### src/rtl/motor_pkg.sv
// Shared types for the obstacle-avoiding motor direction controller.
// Direction encoding is consumed by the continuous motor controller.
package motor_pkg;

    typedef enum logic [1:0] {
        DIR_FORWARD = 2'b00,
        DIR_REVERSE = 2'b01,
        DIR_STOP    = 2'b10
    } dir_t;

    typedef enum logic [1:0] {
        IDLE    = 2'b00,
        FORWARD = 2'b01,
        BACKOFF = 2'b10,
        WAIT    = 2'b11
    } fsm_state_t;

    // Counter width for a count of n values; never narrower than one bit.
    function automatic int cnt_w(input int n);
        return (n < 2) ? 1 : $clog2(n);
    endfunction

endpackage

### src/rtl/obstacle_filter.sv
// Debounces ultrasonic range samples into a registered obstacle flag with
// hysteresis: near below STOP_CM, clear at or above CLEAR_CM, band holds.
module obstacle_filter
    import motor_pkg::*;
#(
    parameter int STOP_CM   = 20,
    parameter int CLEAR_CM  = 30,
    parameter int CONFIRM_N = 3
) (
    input  logic       clk,
    input  logic       rst,
    input  logic       distance_valid,
    input  logic [9:0] distance_cm,
    output logic       obstacle
);

    localparam int             CW      = cnt_w(CONFIRM_N + 1);
    localparam logic [CW-1:0]  CNT_MAX = CW'(CONFIRM_N);
    localparam logic [9:0]     STOP_V  = 10'(STOP_CM);
    localparam logic [9:0]     CLEAR_V = 10'(CLEAR_CM);

    if (CLEAR_CM <= STOP_CM || CONFIRM_N < 1) begin : g_bad_params
        $error("obstacle_filter: CLEAR_CM must exceed STOP_CM and CONFIRM_N must be >= 1");
    end

    logic [CW-1:0] near_cnt;
    logic [CW-1:0] clear_cnt;
    logic          near;
    logic          clear;

    assign near  = distance_valid && (distance_cm <  STOP_V);
    assign clear = distance_valid && (distance_cm >= CLEAR_V);

    always_ff @(posedge clk) begin
        if (rst) begin
            near_cnt  <= '0;
            clear_cnt <= '0;
            obstacle  <= 1'b0;
        end else if (near) begin
            clear_cnt <= '0;
            if (near_cnt != CNT_MAX)
                near_cnt <= near_cnt + CW'(1);
            // flag follows on the same edge the count reaches CONFIRM_N
            if (near_cnt >= CNT_MAX - CW'(1))
                obstacle <= 1'b1;
        end else if (clear) begin
            near_cnt <= '0;
            if (clear_cnt != CNT_MAX)
                clear_cnt <= clear_cnt + CW'(1);
            if (clear_cnt >= CNT_MAX - CW'(1))
                obstacle <= 1'b0;
        end
    end

endmodule

### src/rtl/motor_direction_fsm.sv
// Forward / back-off / dwell sequencer driving the motor direction command.
// Optional sensor-silence watchdog enabled by defining SENSOR_WATCHDOG_EN.
//
// state   | meaning
// IDLE    | stopped, waiting for start_cmd with no obstacle
// FORWARD | driving forward until the filtered obstacle flag sets
// BACKOFF | reversing for BACKOFF_CYCLES
// WAIT    | stopped for at least DWELL_CYCLES, then until obstacle clears
module motor_direction_fsm
    import motor_pkg::*;
#(
    parameter int STOP_CM        = 20,
    parameter int CLEAR_CM       = 30,
    parameter int CONFIRM_N      = 3,
    parameter int BACKOFF_CYCLES = 25_000_000,
    parameter int DWELL_CYCLES   = 50_000_000,
    parameter int TIMEOUT_CYCLES = 10_000_000
) (
    input  logic       clk,
    input  logic       rst,
    input  logic       distance_valid,
    input  logic [9:0] distance_cm,
    input  logic       start_cmd,
    input  logic       stop_cmd,
    output logic [1:0] direction,
    output logic [1:0] state_o,
    output logic       obstacle,
    output logic       fault
);

    localparam int            BW      = cnt_w(BACKOFF_CYCLES);
    localparam int            DW      = cnt_w(DWELL_CYCLES);
    localparam logic [BW-1:0] BO_LOAD = BW'(BACKOFF_CYCLES - 1);
    localparam logic [DW-1:0] DW_LOAD = DW'(DWELL_CYCLES - 1);

    if (BACKOFF_CYCLES < 1 || DWELL_CYCLES < 1 || TIMEOUT_CYCLES < 1) begin : g_bad_params
        $error("motor_direction_fsm: cycle parameters must be >= 1");
    end

    fsm_state_t    state;
    dir_t          dir_q;
    logic [BW-1:0] bo_cnt;
    logic [DW-1:0] dw_cnt;

    obstacle_filter #(
        .STOP_CM   (STOP_CM),
        .CLEAR_CM  (CLEAR_CM),
        .CONFIRM_N (CONFIRM_N)
    ) u_filter (
        .clk            (clk),
        .rst            (rst),
        .distance_valid (distance_valid),
        .distance_cm    (distance_cm),
        .obstacle       (obstacle)
    );

`ifdef SENSOR_WATCHDOG_EN
    localparam int            SW       = cnt_w(TIMEOUT_CYCLES);
    localparam logic [SW-1:0] SIL_LAST = SW'(TIMEOUT_CYCLES - 1);

    logic [SW-1:0] silence_cnt;
    logic          moving;
    logic          timeout;
    logic          fault_q;

    assign moving  = (state == FORWARD) || (state == BACKOFF);
    // fires on the edge where the TIMEOUT_CYCLES-th silent cycle completes
    assign timeout = moving && !distance_valid && (silence_cnt == SIL_LAST);
    assign fault   = fault_q;

    always_ff @(posedge clk) begin
        if (rst || distance_valid || !moving)
            silence_cnt <= '0;
        else if (silence_cnt != SIL_LAST)
            silence_cnt <= silence_cnt + SW'(1);
    end
`else
    assign fault = 1'b0;
`endif

    always_ff @(posedge clk) begin
        if (rst) begin
            state  <= IDLE;
            dir_q  <= DIR_STOP;
            bo_cnt <= '0;
            dw_cnt <= '0;
`ifdef SENSOR_WATCHDOG_EN
            fault_q <= 1'b0;
`endif
        end else if (stop_cmd) begin
            state <= IDLE;
            dir_q <= DIR_STOP;
`ifdef SENSOR_WATCHDOG_EN
        end else if (timeout) begin
            state   <= IDLE;
            dir_q   <= DIR_STOP;
            fault_q <= 1'b1;
`endif
        end else begin
            case (state)
                IDLE: begin
                    if (start_cmd && !obstacle) begin
                        state <= FORWARD;
                        dir_q <= DIR_FORWARD;
`ifdef SENSOR_WATCHDOG_EN
                        fault_q <= 1'b0;
`endif
                    end
                end
                FORWARD: begin
                    if (obstacle) begin
                        state  <= BACKOFF;
                        dir_q  <= DIR_REVERSE;
                        bo_cnt <= BO_LOAD;
                    end
                end
                BACKOFF: begin
                    if (bo_cnt == '0) begin
                        state  <= WAIT;
                        dir_q  <= DIR_STOP;
                        dw_cnt <= DW_LOAD;
                    end else begin
                        bo_cnt <= bo_cnt - BW'(1);
                    end
                end
                WAIT: begin
                    if (dw_cnt != '0) begin
                        dw_cnt <= dw_cnt - DW'(1);
                    end else if (!obstacle) begin
                        state <= FORWARD;
                        dir_q <= DIR_FORWARD;
                    end
                end
                default: begin
                    state <= IDLE;
                    dir_q <= DIR_STOP;
                end
            endcase
        end
    end

    assign direction = dir_q;
    assign state_o   = state;

endmodule
### config.mk
export PLATFORM = sky130hd
export DESIGN_NAME = motor_direction_fsm
export DESIGN_NICKNAME = d
export VERILOG_FILES = /design/src/rtl/motor_pkg.sv /design/src/rtl/obstacle_filter.sv /design/src/rtl/motor_direction_fsm.sv
export SDC_FILE = /design/constraint.sdc
export NUM_CORES = 1
export LEC_CHECK = 0
export BUFFER_PORTS_ARGS = -buffer_cell sky130_fd_sc_hd__clkbuf_2
export CAP_MARGIN = 20
export CORE_MARGIN = 5
export CORE_UTILIZATION = 55
export DETAILED_ROUTE_END_ITERATION = 8
export PLACE_DENSITY = 0.71
export SYNTH_ARGS = -nofsm -noshare
export SYNTH_HDL_FRONTEND = slang
export SYNTH_SLANG_ARGS = --single-unit
### constraint.sdc
create_clock -name clk -period 3.3 [get_ports clk]
set_clock_uncertainty 0.1 [all_clocks]
set_input_delay 0 -clock clk [delete_from_list [all_inputs] [get_ports clk]]
set_output_delay 0 -clock clk [all_outputs]
set_load 0.02 [all_outputs]
==> impl_metrics.py <==
metrics = {
    "final_layout": {
        "syn_to_final_growth_pct": 12.6,
        "final_cells": 480,
        "nets": 430,
        "layout-drive-gt1-share_pct": 13.2,
        "antennaDiodeCount": 0,
    },
    "clock_tree": {
        "clk_pin_slew_ps": 70,
        "h-tree-depth": 3,
        "postCtsResizedCells": 0,
        "cts_setup_buffers": 0,
        "cts-root-buf": "clkbuf_8",
        "clockBufferDepth": 2,
        "cts_tree": "yes",
        "cts_buffers": 9,
        "clkSinkCount": 60,
        "clkLatencyLatePin_ps": 340,
    },
    "timing": {
        "min_period_ps": 2890,
        "final-setup-viol-count": 0,
        "fin_crit_sh_pct": 87.7,
        "tns_ps": 0,
        "slew_headroom_pct": 35.4,
        "fmaxAchievable_ghz": 0.345,
        "worst_pin_slew_ps": 969,
        "slew_viol_final": 0,
        "finalHoldViolCount": 0,
        "rsz0062_at_grt": "no",
    },
    "setup_path": {
        "critPathBufInv": 1,
        "path_cells": "inv_1 > ha_1 > or4b_1 > or4_4 > o21a_1 > nor4_1 > xnor2_1 > a21oi_1",
        "cpPeakStageDelay_ps": 470,
        "path_delay_family": "simple AND/OR/NAND/NOR gates",
        "required_ps": 3380,
        "critPathCaptureType": "register",
        "start_kind": "register",
        "path_class": "register to register",
        "cpMaxStageDelayCell": "or4b_1",
        "critPathArrivalTime_ps": 2970,
        "cp_max_fo": 19,
    },
    "placed_design": {
        "port_buffers": 18,
        "dp.cells": 462,
        "gp_congestion": 0.860,
        "dp_hpwl_um": 4430,
    },
    "floorplanning": {
        "coreArea_um2": 5610,
        "die_area_um2": 7480,
        "die_x_um": 86.5,
        "die_y_um": 86.5,
        "rows": 27,
        "pin_count": 21,
        "start_util_pct": 57.4,
    },
    "route": {
        "wl_per_cell_um": 13.6,
        "drc": 0,
        "vias": 2725,
        "wl_um": 6530,
        "first_pass_iters": 4,
        "drt-initial-drc-count": 149,
        "ant_nets": 0,
        "vias_per_cell": 5.68,
    },
    "power": {
        "p_leak_nw": 1.41,
        "power.density_nw_per_um2": 523,
        "ir_drop_v": 0.000287,
    },
    "synthesis": {
        "async_flop_share_pct": 0,
        "synth_top_area_share_pct": 37.3,
        "synth_area_leaders": "dfxtp_1 37%, xnor2_1 8.2%, a21oi_1 5.3%",
        "seq_area_frac_synth_pct": 37.3,
        "synthCells": 382,
        "synth_cell_types": 48,
        "synth_edf_count": 0,
        "ys_seq_elements": 60,
        "netlist.top_cell.by_area": "dfxtp_1",
        "syn-num-nets": 409,
        "avgSynthCellArea_um2": 8.42,
        "syn_area_um2": 3220,
        "ys.flop_type": "dfxtp_1",
        "yosysWarnings": 0,
    },
    "flow_run": {
        "max_cap_violations": 0,
    },
    "global_route": {
        "grt_pass1_vias": 2734,
        "grt_use_total_pct": 19.3,
        "overflow": 0,
        "antenna_found_initial": 0,
        "grt_pass1_wl_um": 11700,
        "grt_max_degree": 48,
    },
    "outcome": {
        "status": "finished, final reports clean",
    },
    "worst_hold_path": {
        "hold_class": "input port to register",
    },
}
-- where the power goes --
group          internal, mW  total [mW]  switching, mW
clock network         0.488       0.775          0.288
logic                 0.140       0.326          0.187
registers             0.759       0.796         0.0366
total                  1.39        1.90          0.511
-- cell usage in the layout (no fill, tap or decap), drive strengths merged, types with 4 or more instances in the layout --
cell type,n
nor2b,7
nand3,14
or3,8
xor2,14
nor4,21
a211oi,5
clkbuf,31
xnor2,30
nand4,6
ha,12
buf,7
o21ai,14
inv,9
nand2b,6
nand3b,4
nor2,44
nor3,19
nand2,16
and3,7
a21oi,34
dfxtp,60
-- registers in the layout, indices dropped and copies added (netlist names) --
signal	flops
state_o	2
u_filter.near_cnt	2
direction	2
u_filter.obstacle	1
dw_cnt	26
bo_cnt	25
u_filter.clear_cnt	2
-- repair_timing --
action	4_1_cts	5_1_grt
endpoints found under the setup margin	0	0
endpoints found under the hold margin	5	0
hold buffers	2	0
-- per-stage QoR --
| stage | hold slack, ps | setup WS (ps) | instance area, um^2 | power [mW] | utilization [%] |
|---|---|---|---|---|---|
| after floorplan | 194 | 753 | 3220 | 1.06 | - |
| after global placement | 208 | 424 | 3370 | 1.13 | 60.1 |
| after detailed placement | 224 | 422 | 3370 | 1.13 | 60.1 |
| after CTS | 59.4 | 381 | 3620 | 1.91 | 64.6 |
| after global routing | 116 | 194 | 3620 | 1.99 | 64.6 |
| final | 68.0 | 405 | 3620 | 1.90 | 64.6 |
-- final timing paths --
check	start	end	slack, ps	cells past startpoint
setup reg to reg	bo_cnt[0]	dw_cnt[14]	410	8
hold / removal	distance_cm[4]	u_filter.clear_cnt[0]	70	4
setup / recovery	bo_cnt[0]	dw_cnt[14]	410	8
hold reg to reg	u_filter.obstacle	u_filter.obstacle	400	2
-- metal layers --
metal	vias to the layer above	global-route usage [%]	share of wire (%)
met3	14	3.71	2.5
met5	-	0	0
met1	1270	24.4	50
li1	1407	-	-
met2	34	31.3	45
met4	0	9.49	2.4
-- worst min-delay path: stages --
cell      delay [ps]
clkbuf_2          90
o21ai_0           50
and4_1           260
nor3_1            60
-- cells by family (layout without fill, tap and decap cells) --
group	after synthesis	in the layout	synth area share, %
AOI/OAI and AO/OA	65	65	11.6
xor gates and xnor gates	44	44	12.0
adders and majority gates	12	12	4.67
buffers and inverters	26	52	3.62
DFF	60	60	37.3
muxes	3	3	0.972
other	1	1	0.117
and+or+nand+nor	171	171	29.7
-- synthesized netlist by cell type, types with 4 or more instances --
library cell,n
nor3_1,18
xor2_1,14
dfxtp_1,60
nand3_1,14
nor4_1,18
nand3b_1,4
clkbuf_1,13
a21oi_1,34
a211oi_1,5
or3_1,8
inv_1,9
and3_1,7
nor2_1,44
ha_1,12
nor2b_1,7
nand4_1,6
o21ai_0,14
nand2_1,16
xnor2_1,30
nand2b_1,6
-- area by class of cell --
type	count	area [um^2]
inverters	9	33.8
flip-flops and latches	60	1200
clock inverters	3	67.6
repair buffers	27	163
multi-input cells	296	1900
clock buffers	13	169
fillers	502	1980
well taps	72	90.1
No activity file was read; power rests on OpenSTA's default activity.
